$ cat config.mk
export PLATFORM = sky130hd
export DESIGN_NAME = rst_sequencer
export DESIGN_NICKNAME = d
export VERILOG_FILES = /design/src/rtl/rst_sequencer.sv
export SDC_FILE = /design/constraint.sdc
export NUM_CORES = 1
export LEC_CHECK = 0
export BUFFER_PORTS_ARGS = -buffer_cell sky130_fd_sc_hd__clkbuf_2
export CORE_AREA = 4 4 44 46
export DETAILED_ROUTE_END_ITERATION = 8
export DIE_AREA = 0 0 48 50
export PLACE_DENSITY_LB_ADDON = 0.25
export SYNTH_ARGS = -nofsm -noshare
export SYNTH_HDL_FRONTEND = slang
export SYNTH_SLANG_ARGS = --single-unit
$ cat constraint.sdc
create_clock -name clk -period 1.5 [get_ports clk]
set_input_delay 0.3 -clock clk [delete_from_list [all_inputs] [get_ports clk]]
set_output_delay 0.3 -clock clk [all_outputs]
set_load 0.02 [all_outputs]
$ cat src/rtl/rst_sequencer.sv
// rst_sequencer
//   Holds every downstream reset asserted for HOLD cycles after a reset
//   event, then releases the per-stage resets one at a time, DELAY cycles
//   apart, bit 0 first. A software request (sw_req) restarts the whole
//   sequence from any state.
//
// Ports
//   clk         input               clock
//   rstz        input               async active-low reset (deassertion pre-synchronized)
//   sw_req      input               synchronous software reset request, level, active-high
//   stage_rstz  output [NSTAGE-1:0] per-stage active-low resets, bit 0 released first
//   ready       output              all stages released
//   done        output              one-cycle pulse on entry to RUN
//   busy        output              sequence in progress (HOLD or REL)
module rst_sequencer #(
  parameter int unsigned NSTAGE = 3,
  parameter int unsigned HOLD   = 8,
  parameter int unsigned DELAY  = 16
) (
  input  logic              clk,
  input  logic              rstz,
  input  logic              sw_req,
  output logic [NSTAGE-1:0] stage_rstz,
  output logic              ready,
  output logic              done,
  output logic              busy
);

  localparam int unsigned CMAX = (HOLD > DELAY) ? HOLD : DELAY;
  localparam int unsigned CW   = $clog2(CMAX + 1);
  localparam int unsigned IW   = $clog2(NSTAGE + 1);

  localparam logic [CW-1:0] HOLD_LAST  = CW'(HOLD - 1);
  localparam logic [CW-1:0] DELAY_LAST = CW'(DELAY - 1);
  localparam logic [IW-1:0] IDX_LAST   = IW'(NSTAGE - 1);

  typedef enum logic [1:0] {
    S_HOLD = 2'd0,
    S_REL  = 2'd1,
    S_RUN  = 2'd2
  } state_t;

  state_t            state_q, state_d;
  logic [CW-1:0]     cnt_q,   cnt_d;
  logic [IW-1:0]     idx_q,   idx_d;
  logic [NSTAGE-1:0] stage_q, stage_d;
  logic              ready_q, ready_d;
  logic              done_q,  done_d;
  logic              busy_q,  busy_d;

  always_ff @(posedge clk or negedge rstz) begin
    if (!rstz) begin
      state_q <= S_HOLD;
      cnt_q   <= '0;
      idx_q   <= '0;
      stage_q <= '0;
      ready_q <= 1'b0;
      done_q  <= 1'b0;
      busy_q  <= 1'b1;
    end else begin
      state_q <= state_d;
      cnt_q   <= cnt_d;
      idx_q   <= idx_d;
      stage_q <= stage_d;
      ready_q <= ready_d;
      done_q  <= done_d;
      busy_q  <= busy_d;
    end
  end

  always_comb begin
    state_d = state_q;
    cnt_d   = cnt_q;
    idx_d   = idx_q;
    stage_d = stage_q;
    ready_d = ready_q;
    done_d  = 1'b0;

    if (sw_req) begin
      // Held request parks the block in HOLD with the counter pinned at 0.
      state_d = S_HOLD;
      cnt_d   = '0;
      idx_d   = '0;
      stage_d = '0;
      ready_d = 1'b0;
    end else begin
      unique case (state_q)
        S_HOLD: begin
          if (cnt_q == HOLD_LAST) begin
            state_d = S_REL;
            cnt_d   = '0;
            idx_d   = '0;
          end else begin
            cnt_d = cnt_q + CW'(1);
          end
        end
        S_REL: begin
          if (cnt_q == DELAY_LAST) begin
            cnt_d = '0;
            idx_d = idx_q + IW'(1);
            for (int unsigned i = 0; i < NSTAGE; i++) begin
              if (idx_q == IW'(i)) stage_d[i] = 1'b1;
            end
            if (idx_q == IDX_LAST) begin
              state_d = S_RUN;
              ready_d = 1'b1;
              done_d  = 1'b1;
            end
          end else begin
            cnt_d = cnt_q + CW'(1);
          end
        end
        S_RUN: begin
          state_d = S_RUN;
        end
        default: begin
          state_d = S_HOLD;
          cnt_d   = '0;
          idx_d   = '0;
          stage_d = '0;
          ready_d = 1'b0;
        end
      endcase
    end

    // busy is registered alongside the state so it tracks state_q exactly.
    busy_d = (state_d != S_RUN);
  end

  assign stage_rstz = stage_q;
  assign ready      = ready_q;
  assign done       = done_q;
  assign busy       = busy_q;

endmodule

==> results of run 1 <==
-- worst register-to-register path, delay by kind of cell (launching register included) --
family,cells,cell delay [ns]
fa+ha+maj,2,0.47
flops,1,0.41
compound gates,2,0.26
simple gates,2,0.19
-- report_power, final --
part           total (uW)  switching, uW  internal, uW
clock network         277            129           148
registers             404           16.1           388
logic                86.0           43.4          42.5
-- kinds of logic after synthesis --
| group | after synthesis | share of synthesized area, % |
|---|---|---|
| simple gates | 30 | 21.4 |
| xor+xnor | 2 | 2.14 |
| fa+ha+maj | 5 | 7.66 |
| buf+inv | 10 | 6.43 |
| flops | 14 | 43.0 |
| compound gates | 22 | 19.3 |
-- layout make-up --
class | instances | area (um2) | share of cell area, %
multi-input combinational | 59 | 425 | 45.8
sequential | 14 | 352 | 37.9
timing repair buffer | 13 | 80.1 | 8.63
clock buffer | 4 | 36.3 | 3.91
tap | 16 | 20.0 | 2.16
inverter | 4 | 15.0 | 1.62
-- metrics by stage --
step | cells | hold WS (ns) | power [uW] | TNS (ns) | setup slack [ns]
2_1_floorplan | 83 | 0.00441 | 462 | 0 | 0.120
3_3_place_gp | 103 | 0.224 | 480 | 0 | 0.0649
3_5_place_dp | 103 | 0.227 | 482 | 0 | 0.00139
4_1_cts | 108 | 0.348 | 759 | 0 | 0.00859
5_1_grt | 110 | 0.357 | 810 | -0.0302 | -0.0172
6_report | 110 | 0.355 | 767 | 0 | 0.114
-- worst max path at each step --
stage / from / end / cells after the start
2_1_floorplan: cnt_q[0] / cnt_q[4] / 6
3_3_place_gp: cnt_q[0] / cnt_q[4] / 6
3_5_place_dp: cnt_q[0] / cnt_q[4] / 6
4_1_cts: cnt_q[0] / cnt_q[4] / 6
5_1_grt: state_q[0] / cnt_q[3] / 3
6_report: cnt_q[0] / cnt_q[4] / 6
-- Yosys cell counts (all sizes together) --
| cell type | number | area (um2) |
|---|---|---|
| a22o | 1 | 8.76 |
| nor3 | 5 | 25.0 |
| and3 | 1 | 11.3 |
| o21ba | 1 | 10.0 |
| nand3 | 3 | 15.0 |
| clkbuf | 1 | 3.75 |
| a21oi | 4 | 20.0 |
| inv | 4 | 15.0 |
| o211ai | 1 | 7.51 |
| nand3b | 1 | 11.3 |
| buf | 5 | 33.8 |
| nor4 | 1 | 6.26 |
| nor2b | 3 | 18.8 |
| a22oi | 2 | 15.0 |
| o21ai | 3 | 15.0 |
| a2bb2oi | 1 | 8.76 |
| ha | 5 | 62.6 |
| and4bb | 1 | 12.5 |
| xor2 | 2 | 17.5 |
| and3b | 1 | 10.0 |
| nor2 | 6 | 22.5 |
| a2111oi | 1 | 15.0 |
| a31oi | 3 | 18.8 |
| a21o | 1 | 7.51 |
| dfrtp | 13 | 325 |
| nand2 | 5 | 18.8 |
| o311ai | 1 | 8.76 |
| dfstp | 1 | 26.3 |
| nand4b | 1 | 8.76 |
| and2 | 2 | 15.0 |
| o21bai | 2 | 15.0 |
| a211oi | 1 | 7.51 |
-- per-layer routing --
layer  track usage (%)  vias up  share of wire [%]
met4              6.73        0                1.1
met5                 0        -                  0
met2              23.8       14                 49
met3              6.18        2                5.7
met1              19.3      311                 45
li1                  -      319                  -
-- sequential cells by signal, indices dropped and copies added, names as in the netlist --
signal and cells:
busy 1, cnt_q 5, done 1, idx_q 2
stage_rstz 3, state_q 2
-- timing repair --
action / CTS / global route
hold endpoints to repair: 13 / 0
setup buffers: 0 / 2
resized for setup: 0 / 2
endpoints found under the setup margin: 0 / 4
hold buffers: 1 / 0
==> out/results.ini, run 1 <==
[detailed_routing]
wl_mm=1.68
via_per_inst=5.87
detail_route.first_pass.iterations=4
wl_per_cell_um=15.3
num_vias=646
ant_nets=0
drt_iter0_markers=15
drc=0

[power]
powerDensity_nw_per_um2=826
ir_drop_uv=618
p_leak_uw=0.000421

[hold_path]
whs_path_depth=2
hp-class=in2reg
holdPathEnd=idx_q[0]
hp-start=sw_req

[sta]
clock_skew_ns=0.00961
hold_viol=0
report.final.slew_viol_count=0
slew_headroom_pct=72.7
fin_crit_ns=1.39
fin_crit_sh_pct=92.4
worstMarginPinSlew_ns=0.409
max_freq_mhz=722
setup_viol=0

[floorplan]
die_height_um=50
dieArea_um2=2400
num_rows=14
start_util_pct=54.2
core_um2=1510
die_x_um=48
ioPinCount=9

[cells_and_area]
nNetsFinal=103
areaGrowthSynthToFinish_pct=13.6
num-fill-cells=143
drive_gt1_share_pct=26.6
design_area_um2=928
final_cell_mix=13 x dfrtp_1, 8 x clkbuf_2, 6 x nor2_1, 5 x nand2_1, 5 x nor3_1
final_common_cell=dfrtp_1
antenna_cells=0
postLayoutCoreUtil_pct=61.6

[setup_path]
cp_num_buf_inv=0
slowest_stage=dfrtp_1
cpLargestDelayFamily=adder cells
r2r_setup_slack_ns=0.11
cp.arrival_ns=1.60
rr_startpoint=cnt_q[0]
max_stage_delay_ns=0.41
r2r-end=cnt_q[4]
crit_type=reg2reg
cp_cell_sequence=ha_4, nand3_1, ha_1, nor3_1, o21ai_0, a31oi_1
startpoint_type=flip-flop
crit_path_max_fanout=5
cp_data_required_time_ns=1.72
reg2reg_depth=6
end_kind=flip-flop

[synth]
yosys_register_bits=14
ys_seq_area_share_pct=43.0
syn_nets=91
syn_inst=83
yosysWarnings=0
syn_area_per_cell_um2=9.84
yosysUniqueCellTypes=35
syn_area_um2=817

[placed_design]
routabilityCongestion=0.828
hpwl_mm=1.14
dpl-instance-area_um2=855
numPortBuffers=8

[clock_network]
numCtsBuffers=3
cts_tree=yes
htree_levels=1
clk_latency_ns=0.29
clk_pin_slew_ns=0.09
clock-sinks=14
root_buffer=clkbuf_4
cts.path.max_buffers=2

[job]
drv_cap=0

[outcome]
status=finished clean

[grt]
grt_pass1_vias=621
antenna_found_initial=0
grt_overflow=0
grt_max_degree=15
grt_usage_pct=15.8
grt_pass1_wl_mm=2.70

Power figures use the tool's default switching activity.
==> run 2: changes to the inputs <==
CORE_AREA = 4 4 49 51   (was 4 4 44 46)
DIE_AREA = 0 0 53 55   (was 0 0 48 50)
PLACE_DENSITY_LB_ADDON = not set   (was 0.25)
==> run 2 against run 1 <==
  * Clock skew is 0.0056 ns lower
  * Via count fell by 3.3%
  * Sequential power about the same
  * Critical path type unchanged
  * Largest power group unchanged
==> out/results.ini, run 2 (same netlist as run 1, synthesis figures left out) <==
[outcome]
status=finished clean

[placed_design]
place_ws_ns=0.00234
dpl-instance-area_um2=876
place_inst=115
numPortBuffers=8
hpwl_mm=1.12
routabilityCongestion=0.743

[clock_network]
htree_levels=1
cts_tree=yes
clock-sinks=14
clk_pin_slew_ns=0.08
numCtsBuffers=3
cts.path.max_buffers=2
root_buffer=clkbuf_4
clk_latency_ns=0.28

[sta]
max_freq_mhz=701
fin_crit_sh_pct=95.1
finalWorstSetupSlack_ns=0.0730
setup_viol=0
rsz0062_at_grt=yes
clock_skew_ns=0.00404
fin_crit_ns=1.43
worstMarginPinSlew_ns=0.401
fin_setup_tns_ns=0
report.final.slew_viol_count=0
hold_viol=0
slew_headroom_pct=73.3

[setup_path]
end_kind=flip-flop
crit_path_max_fanout=5
crit_type=reg2reg
cp_data_required_time_ns=1.70
slowest_stage=dfrtp_1
cp.arrival_ns=1.63
max_stage_delay_ns=0.42
cp_num_buf_inv=0
cp_cell_sequence=ha_4, nand3_1, ha_1, nor3_1, o21ai_0, a31oi_1
startpoint_type=flip-flop
cpLargestDelayFamily=adder cells

[grt]
grt_overflow=0
grt_pass1_wl_mm=2.77
antenna_found_initial=0
grt_pass1_vias=632
grt_max_degree=15
grt_usage_pct=13.3

[cells_and_area]
nNetsFinal=102
drive_gt1_share_pct=28.0
fin_cells=120
num-fill-cells=191
final_common_cell=dfrtp_1
largest_reg_flops=5
top_register=cnt_q
final_cell_mix=12 x dfrtp_1, 8 x clkbuf_2, 6 x nor2_1, 5 x nand2_1, 5 x nor3_1
areaGrowthSynthToFinish_pct=14.9
antenna_cells=0
design_area_um2=938

[floorplan]
die_x_um=53
num_rows=16
die_height_um=55
core_um2=1940
start_util_pct=42.1
dieArea_um2=2920
ioPinCount=9

[detailed_routing]
ant_nets=0
num_vias=625
wl_mm=1.62
wl_per_cell_um=13.5
drc=0
drt_iter0_markers=8
detail_route.first_pass.iterations=2
via_per_inst=5.21

[power]
p_leak_uw=0.000415
ir_drop_uv=744
powerDensity_nw_per_um2=799

[hold_path]
hp-class=in2reg

[job]
drv_cap=0

## run 2: per-stage QoR
| stage | total power, uW | util [%] | hold WS (ns) |
|---|---|---|---|
| global route | 796 | 48.3 | 0.371 |
| detailed placement | 482 | 45.1 | 0.230 |
| floorplan | 462 | - | 0.00441 |
| finish | 750 | 48.3 | 0.349 |
| CTS | 758 | 47.6 | 0.354 |
| global placement | 480 | 45.1 | 0.230 |
## run 2: final cells by class
class	instances	area [um2]	share of cell area [%]
Multi-Input combinational cell	59	428	45.6
Inverter	4	15.0	1.60
Timing Repair Buffer	12	72.6	7.73
Clock buffer	4	36.3	3.87
Tap cell	27	33.8	3.60
Sequential cell	14	353	37.6
## run 2: timing repair
item | in CTS | in global routing
endpoints found under the hold margin | 13 | 0
hold buffers | 1 | 0
setup endpoints to repair | 1 | 3
setup buffers | 0 | 0
gates resized for setup | 1 | 3
## run 2: worst reg2reg max path, cell delays in order (launching register included)
cell	delay [ns]
dfrtp_1	0.42
ha_4	0.18
nand3_1	0.08
ha_1	0.29
nor3_1	0.12
o21ai_0	0.10
a31oi_1	0.16
## run 2: report_power, final
part / leakage (uW) / switching, uW / internal (uW)
clock: 0.0000210 / 121 / 148
sequential: 0.000188 / 17.2 / 388
combinational: 0.000206 / 39.2 / 36.8
total: 0.000415 / 178 / 572
## run 2: path summary, 6_finish.rpt
| check | from | to | slack [ns] | depth (start not counted) |
|---|---|---|---|---|
| max in group asynchronous | rstz | busy | 0.75 | 2 |
| hold / removal | sw_req | cnt_q[3] | 0.35 | 2 |
| setup / recovery | cnt_q[1] | cnt_q[4] | 0.07 | 6 |
| setup reg to reg | cnt_q[1] | cnt_q[4] | 0.07 | 6 |
| min in group asynchronous | rstz | idx_q[0] | 0.45 | 2 |
| hold reg to reg | stage_rstz[0] | stage_rstz[0] | 0.51 | 2 |
## run 2: per-layer routing
layer	track usage (%)	wire length (um)
met5	0	0
met4	3.83	12
met3	4.83	60
met2	21.9	793
met1	16.3	751
==> run 3: changes to the inputs <==
--- a/config.mk
+++ b/config.mk
@@ -7,7 +7,7 @@
 export LEC_CHECK = 0
 export BUFFER_PORTS_ARGS = -buffer_cell sky130_fd_sc_hd__clkbuf_2
-export CORE_AREA = 4 4 49 51
+export CORE_AREA = 2 2 47 49
 export DETAILED_ROUTE_END_ITERATION = 8
-export DIE_AREA = 0 0 53 55
+export DIE_AREA = 0 0 49 51
 export SYNTH_ARGS = -nofsm -noshare
 export SYNTH_HDL_FRONTEND = slang
==> constraint.sdc (replaced) <==
create_clock -name clk -period 1.5 [get_ports clk]
set_input_delay 0.225 -clock clk [delete_from_list [all_inputs] [get_ports clk]]
set_output_delay 0.225 -clock clk [all_outputs]
set_load 0.02 [all_outputs]
==> run 3 against run 2 <==
  * Die area decreased by 14%
  * Register-to-register slack barely moved
  * Final area increased by 0.27%
  * Sequential power hardly changed
  * Count of clock-buffer cells in the layout unchanged
  * Non-clock buffer count rose by 1
  * Sequential cell count did not move
  * Clock power up 6%
  * Core utilization decreased by 2.7 points
  * Cell count grew 1.7%
  * Critical path type unchanged
  * Highest routed layer unchanged
==> out/results.ini, run 3 (same netlist as run 1, synthesis figures left out) <==
[clock_network]
numCtsBuffers=3
htree_levels=1
cts_tree=yes
clock-sinks=14
clk_latency_ns=0.29
clk_pin_slew_ns=0.09
cts.path.max_buffers=2
root_buffer=clkbuf_4

[detailed_routing]
route.met2.wl_um=810
drt_iter0_markers=22
via_per_inst=5.46
top_layer_used=met4
drc=0
drt-met1-wl_um=812
detail_route.first_pass.iterations=4
wl_mm=1.74
num_vias=666
wl_per_cell_um=14.3
wl_met3_um=74
ant_nets=0

[setup_path]
cp.arrival_ns=1.59
r2r-end=idx_q[0]
crit_type=reg2reg
reg2reg_depth=4
crit_path_max_fanout=8
startpoint_type=flip-flop
cp_data_required_time_ns=1.67
r2r_setup_slack_ns=0.07
end_kind=flip-flop
rr_startpoint=cnt_q[0]

[floorplan]
core_um2=2060
ioPinCount=9
dieArea_um2=2500
start_util_pct=39.6
die_height_um=51
num_rows=17
die_x_um=49

[sta]
clock_skew_ns=0.00263
holdWs_ns=0.295
hold_viol=0
slew_headroom_pct=67.3
fin_crit_ns=1.43
fin_crit_sh_pct=95.1
setup_viol=0
worstMarginPinSlew_ns=0.490
finalWorstSetupSlack_ns=0.0742
report.final.slew_viol_count=0
max_freq_mhz=701

[placed_design]
numPortBuffers=8
dpl-instance-area_um2=877
routabilityCongestion=0.772
place_ws_ns=0.0956
hpwl_mm=1.15

[grt]
grt_pass1_vias=626
grt_overflow=0
grt_max_degree=15
antenna_found_initial=0
grt_pass1_wl_mm=2.94
grt_usage_pct=16.0

[cells_and_area]
nNetsFinal=103
final_common_cell=dfrtp_1
top_register=cnt_q
drive_gt1_share_pct=28.7
design_area_um2=941
areaGrowthSynthToFinish_pct=15.2
final_cell_mix=13 x dfrtp_1, 8 x clkbuf_2, 6 x nor2_1, 5 x nand2_1
largest_reg_flops=5
antenna_cells=0

[job]
drv_cap=0

[power]
p_leak_uw=0.000425
power_uw=769
powerDensity_nw_per_um2=817
ir_drop_uv=432

[hold_path]
whs_path_depth=2
holdPathEnd=cnt_q[3]
hp-class=in2reg
hp-start=sw_req

[outcome]
status=finished clean

run 3: changes by cell type in the layout (fill, tap and decap cells not counted), sizes merged:
| cell | previous run | this run |
|---|---|---|
| buf | 3 | 4 |
run 3: report_power, final:
group	switching, uW	internal [uW]
Sequential	17.5	387
Combinational	41.3	38.8
Clock	136	148
run 3: worst max-delay path, stage by stage (launching register included):
cell and delay, ns:
dfrtp_1 0.40, ha_2 0.22, nand3b_2 0.19, o311ai_0 0.39, a21oi_1 0.12
run 3: worst max path at each step:
| stage | from | to | slack (ns) | depth (start not counted) |
|---|---|---|---|---|
| 4_1_cts | cnt_q[0] | cnt_q[4] | 0.07 | 6 |
| 3_3_place_gp | cnt_q[0] | cnt_q[4] | 0.12 | 6 |
| 5_1_grt | cnt_q[0] | cnt_q[4] | -0.04 | 6 |
| 3_5_place_dp | cnt_q[0] | cnt_q[4] | 0.1 | 6 |
| 6_report | cnt_q[0] | idx_q[0] | 0.07 | 4 |
| 2_1_floorplan | cnt_q[0] | cnt_q[4] | 0.12 | 6 |
run 3: layout make-up:
type | instances | area (um2)
clock buffers | 4 | 36.3
fillers | 208 | 1120
inverters | 4 | 15.0
multi-input cells | 59 | 423
flip-flops and latches | 14 | 352
well taps | 28 | 35.0
repair buffers | 13 | 80.1
run 3: metrics by stage:
step	cells	util, %	TNS (ns)
finish	122	45.6	0
detailed placement	116	42.5	0
global placement	116	42.5	0
global route	122	45.6	-0.0443
CTS	121	44.8	0
floorplan	83	-	0
run 3: per-layer routing:
metal	vias to the layer above	GRT usage [%]
met2	22	24.4
met5	-	0
li1	322	-
met1	316	20.6
met3	6	3.51
met4	0	10.0
run 3: timing repair:
| item | CTS | global route |
|---|---|---|
| setup endpoints to repair | 0 | 4 |
| buffers inserted | 0 | 1 |
| hold buffers | 1 | 0 |
| hold endpoints to repair | 13 | 0 |
| resized for setup | 0 | 4 |
